File: src/rtl/reg_file_alu_pipeline.sv
// reg_file_alu_pipeline: a single-issue ALU that sits beside a 2R/1W register file.
// Single-cycle ops register their result one edge after acceptance; MUL runs an
// 8-step shift-add sequence and blocks new instructions until it completes.
// The in-flight write is forwarded into the operands so dependent ops can issue
// back to back.
module reg_file_alu_pipeline #(
    parameter int width = 8
) (
    input  logic             clk,
    input  logic             reset,
    input  logic             instr_valid,
    output logic             instr_ready,
    input  logic [2:0]       opcode,
    input  logic [2:0]       rs1,
    input  logic [2:0]       rs2,
    input  logic [2:0]       rd,
    input  logic [width-1:0] imm,
    output logic [2:0]       read_port_1,
    output logic [2:0]       read_port_2,
    input  logic [width-1:0] read_data_1,
    input  logic [width-1:0] read_data_2,
    output logic [width-1:0] write_data,
    output logic [2:0]       write_port,
    output logic             write_enable,
    output logic             flag_zero,
    output logic             flag_carry
);

    localparam logic [2:0] OP_ADD = 3'b000;
    localparam logic [2:0] OP_SUB = 3'b001;
    localparam logic [2:0] OP_AND = 3'b010;
    localparam logic [2:0] OP_OR  = 3'b011;
    localparam logic [2:0] OP_XOR = 3'b100;
    localparam logic [2:0] OP_SHL = 3'b101;
    localparam logic [2:0] OP_MUL = 3'b110;
    localparam logic [2:0] OP_LDI = 3'b111;

    // The last multiplier bit is processed when the counter is about to wrap.
    localparam logic [2:0] MUL_LAST = 3'd7;

    typedef enum logic {
        S_IDLE,
        S_MUL
    } state_e;

    state_e           state;
    state_e           state_next;
    logic             accept;
    logic [2:0]       mul_count;
    logic [width-1:0] mul_a;
    logic [width-1:0] mul_b;
    logic [width-1:0] mul_acc;
    logic [width-1:0] mul_sum;
    logic [2:0]       mul_rd;
    logic [width-1:0] op_a;
    logic [width-1:0] op_b;
    logic [width:0]   alu_wide;
    logic [width-1:0] alu_result;

    // Read addresses come straight from the instruction fields.
    assign read_port_1 = rs1;
    assign read_port_2 = rs2;

    // Operand select: the write being committed this cycle has not reached the file yet.
    always_comb begin
        op_a = (write_enable && write_port == rs1) ? write_data : read_data_1;
        op_b = (write_enable && write_port == rs2) ? write_data : read_data_2;
    end

    // Single-cycle ALU; the extra top bit carries ADD carry-out / SUB borrow.
    always_comb begin
        // NOTE: every always_comb output gets a default first so no path infers a latch.
        alu_wide = '0;
        case (opcode)
            OP_ADD:  alu_wide = {1'b0, op_a} + {1'b0, op_b};
            OP_SUB:  alu_wide = {1'b0, op_a} - {1'b0, op_b};
            OP_AND:  alu_wide = {1'b0, op_a & op_b};
            OP_OR:   alu_wide = {1'b0, op_a | op_b};
            OP_XOR:  alu_wide = {1'b0, op_a ^ op_b};
            OP_SHL:  alu_wide = {1'b0, op_a << op_b[2:0]};
            OP_LDI:  alu_wide = {1'b0, imm};
            default: alu_wide = '0;
        endcase
        alu_result = alu_wide[width-1:0];
    end

    // One shift-add step: add the multiplicand shifted by the current bit position.
    always_comb begin
        mul_sum = mul_acc + (mul_b[mul_count] ? (mul_a << mul_count) : '0);
    end

    // Next-state and handshake: ready only while idle; MUL leaves idle for eight steps.
    always_comb begin
        state_next  = state;
        instr_ready = 1'b0;
        accept      = 1'b0;
        case (state)
            S_IDLE: begin
                instr_ready = 1'b1;
                if (instr_valid) begin
                    accept = 1'b1;
                    if (opcode == OP_MUL) begin
                        state_next = S_MUL;
                    end
                end
            end
            S_MUL: begin
                if (mul_count == MUL_LAST) begin
                    state_next = S_IDLE;
                end
            end
            default: state_next = S_IDLE;
        endcase
    end

    // State register.
    always_ff @(posedge clk or negedge reset) begin
        if (!reset) begin
            state <= S_IDLE;
        end else begin
            // NOTE: sequential state uses non-blocking assignments so all registers update together.
            state <= state_next;
        end
    end

    // Datapath registers: write port, flags and multiplier sequencer.
    always_ff @(posedge clk or negedge reset) begin
        if (!reset) begin
            write_data   <= '0;
            write_port   <= '0;
            write_enable <= 1'b0;
            flag_zero    <= 1'b0;
            flag_carry   <= 1'b0;
            mul_count    <= '0;
            mul_a        <= '0;
            mul_b        <= '0;
            mul_acc      <= '0;
            mul_rd       <= '0;
        end else begin
            write_enable <= 1'b0;
            if (state == S_IDLE) begin
                if (accept && opcode == OP_MUL) begin
                    mul_a     <= op_a;
                    mul_b     <= op_b;
                    mul_rd    <= rd;
                    mul_acc   <= '0;
                    mul_count <= '0;
                end else if (accept) begin
                    write_data   <= alu_result;
                    write_port   <= rd;
                    write_enable <= 1'b1;
                    flag_zero    <= (alu_result == '0);
                    if (opcode == OP_ADD || opcode == OP_SUB) begin
                        flag_carry <= alu_wide[width];
                    end
                end
            end else begin
                mul_acc   <= mul_sum;
                mul_count <= mul_count + 3'd1;
                if (mul_count == MUL_LAST) begin
                    write_data   <= mul_sum;
                    write_port   <= mul_rd;
                    write_enable <= 1'b1;
                    flag_zero    <= (mul_sum == '0);
                end
            end
        end
    end

endmodule

File: config.mk
export PLATFORM = sky130hd
export DESIGN_NAME = reg_file_alu_pipeline
export DESIGN_NICKNAME = d
export VERILOG_FILES = /design/src/rtl/reg_file_alu_pipeline.sv
export SDC_FILE = /design/constraint.sdc
export NUM_CORES = 1
export LEC_CHECK = 0
export ABC_AREA = 0
export CAP_MARGIN = 20
export CORE_MARGIN = 4
export CORE_UTILIZATION = 55
export CTS_BUF_LIST = sky130_fd_sc_hd__clkbuf_16
export DETAILED_ROUTE_END_ITERATION = 7
export PLACE_DENSITY = 0.89
export SYNTH_ARGS = -nofsm -noshare
export SYNTH_HDL_FRONTEND = slang
export SYNTH_SLANG_ARGS = --single-unit
export TNS_END_PERCENT = 1
File: constraint.sdc
create_clock -name clk -period 4.2 [get_ports clk]
set_input_delay 0.63 -clock clk [delete_from_list [all_inputs] [get_ports clk]]
set_output_delay 0.63 -clock clk [all_outputs]
set_load 0.005 [all_outputs]
==> impl_results.md <==
* Reg area at 0.00113 mm2
* Share of the synthesized area in the top cell type at between 20% and 30%
* Die height at between 90 and 100 um
* Leakage power total at 2.34 nW
* Chip width at 93.1 um
* Row Count at 30
* Clock-pin slew on the worst setup and hold paths at 0.06 ns
* GRT Resource Usage Total at 27.5%
* Worst VDD drop at 0.227 mV
* Via density at around 6
* Post-DP HPWL at 8.76 mm
* Pre-antenna DRT Iters at 5
* CTS tree: yes
* Clock Skews at approximately 0.0022 ns
* Area growth, synth to finish at 25.7%
* Commonest cells after routing, fill and taps aside: 58 x clkdlybuf4s50_1, 46 x nand2_1, 45 x dfrtp_1, 42 x o21ai_0, 34 x buf_4
* Vias in the first global route at 3789
* Max H-tree Level at 2
* Synthesized Nets at 523
* Critical Path RT at 4.37 ns
* Final wirelength at 11.8 mm
* N_diodes at 0
* Area contributors post-synth: dfrtp_1 28%, ha_1 10%, mux2i_1 7.8%, o21ai_0 5.3%, nand2_1 4.3%
* Post-synth ARST share at 100%
* Clock buffer depth at 2
* Period utilisation layout at around 94%
* Avg Cell Area, Syn at 8.86 um2
* Wire per inst at 19.2 um
* Commonest non-fill, non-tap cell in the layout: clkdlybuf4s50_1
* Port Buf Inserts at 59
* Post-CTS Setup Bufs at 0
* Initial antenna violation count at 0
* First-pass GRT wire length at 18.7 mm
* Fin. max-slew vios at 0
* Crit path time final at 3.96 ns
* Fill count at 479
* Die area at 0.00866 mm2
* EDFF count, synth at 0
* I/O Pins at 60
* Sinks on Clock Net at 45
* Critical path peak fanout at 5
* Post-CTS sizing at 0
* CP Capture Type: flop
* TritonCTS Buffers at 5
* CTS root buf: clkbuf_16
* GRT Residual Overflow at 0
* Core Util, Final at between 70% and 80%
* Pre-CTS setup slack at -0.0545 ns
* MaxCap Viol Count at 0
* Post-route worst setup slack at 0.238 ns
* DP Cell Count at 608
* Vias at 3743
* Library cells used by synthesis at 62
* Final Hold Vio Count at 0
* R2R cell count at 17
* Placer congestion estimate at 0.955
* Worst-Margin Slew at 0.894 ns
* Core Footprint at 0.00691 mm2
* Synthesized area at 0.00398 mm2
* Synth warn at 0
* CP Launch Type: input pin
* Critical path class: input pin to flop
* ANT nets after route at 0
* Max Clk Rate at ~250 MHz
* Fraction of layout cells with a size suffix above 1 at 14.0%
* HP Class: input pin to async pin
* # DRC at 0
* Skew-Pair Late Insertion Delay at 0.28 ns
* Largest net degree at the start of global routing at 46
* Layout Cells excl Fill at between 600 and 700
* Cell taking the most area after synthesis: dfrtp_1
* Mapped Cells at 449
* Status: finished clean
* Fin nets at 594
* Synthesis-stage register bit count at between 40 and 50
* Design Power at about 3 mW
* Initial Util at 57.6%
* Post-synth top flop: dfrtp_1
* Worst Path Arrival at ~4.1 ns
* Seq/Total Area, Yosys at 28.3%
* Slew margin rel. at 40.4%
* Multi-input gate area at 0.00265 mm2
* DR iter-0 viols at 259
* Cts hold-fix bufs at 0
* Final setup viols at 0
* PD cells at 602 mW/mm2
## area by class of cell
type,instances,area share [%]
clock buffer,5,2.50
clock inverter,2,0.700
sequential,45,22.5
tap,96,2.40
inverter,23,1.73
timing repair buffer,94,17.2
multi-input combinational,351,53.0
## where the power goes
group          switching [mW]  total (mW)  internal (mW)
combinational           0.857        1.68          0.827
sequential              0.264       0.898          0.634
clock                   0.157       0.433          0.276
## logic make-up after synthesis
| logic type | synth area share [%] |
|---|---|
| fa+ha+maj | 11.4 |
| flops | 28.3 |
| mux | 15.9 |
| simple gates | 14.9 |
| compound gates | 18.7 |
| xor+xnor | 5.06 |
| buf+inv | 5.85 |
## per-layer routing
layer,wire [um],track usage (%),vias up
met5,0,0,-
li1,-,-,1744
met1,4620,32.5,1819
met2,6120,50.0,144
met3,705,4.26,36
met4,363,9.89,0
## Yosys cell counts (2+ instances only)
cell and n:
nand3_1 11, o21ai_0 42, nor2_1 31, fa_1 2, a311oi_1 2, o211ai_1 2, mux2_2 10, ha_1 33
a211oi_1 5, a21o_1 6, o21bai_1 2, nor3_1 3, a221oi_1 4, dfrtp_1 45, a21oi_1 28, and2_1 5
inv_1 21, mux4_2 7, clkbuf_1 18, xor2_1 5, a22o_1 6, xnor2_1 18, buf_1 4, nand2_1 46
buf_4 7, o21a_1 3, nand2b_1 6, a32oi_1 2, mux2i_1 31, a31oi_1 4, nor2b_1 7, and4_1 2
o21ai_1 2
## flip-flops by register name, summed over array words and instances, names as in the netlist
name	flops
flag_carry	1
flag_zero	1
mul_a	8
mul_acc	8
mul_b	8
mul_count	3
mul_rd	3
state	1
write_data	8
write_enable	1
write_port	3
## worst paths after layout
kind | from | endpoint | slack [ns]
max | rs2[0] | flag_carry$_DFFE_PN0P_ | 0.24
max in group asynchronous | reset | write_data[5]$_DFFE_PN0P_ | 3.60
min reg2reg | mul_b[5]$_DFFE_PN0P_ | mul_b[5]$_DFFE_PN0P_ | 0.48
min | reset | mul_rd[1]$_DFFE_PN0P_ | 0.17
min in group clk | mul_b[5]$_DFFE_PN0P_ | mul_b[5]$_DFFE_PN0P_ | 0.48
max reg2reg | write_port[1]$_DFFE_PN0P_ | flag_carry$_DFFE_PN0P_ | 0.61
## per-stage QoR
stage | cell area [um2] | TNS, ns | hold WS (ns)
2_1_floorplan | 3980 | 0 | 0.334
3_3_place_gp | 4790 | -0.00834 | 0.457
3_5_place_dp | 4790 | -0.151 | 0.469
4_1_cts | 4950 | 0 | 0.487
5_1_grt | 5000 | -0.0127 | 0.171
6_report | 5000 | 0 | 0.167
## worst max-delay path, cell delays in order
cell and delay [ns]:
clkdlybuf4s50_1 0.47, xnor2_2 0.22, nand4_4 0.19, mux2_2 0.33, buf_4 0.16, nor2_1 0.16
a21oi_1 0.11, xnor2_1 0.14, ha_1 0.33, o21a_1 0.21, o31a_1 0.12, o21ai_0 0.24
buf_4 0.16, nand2b_1 0.05, a21o_1 0.18, a21oi_1 0.17, xor2_1 0.17, o21ai_0 0.10
Note: power is estimated with default switching activity, not from simulation.
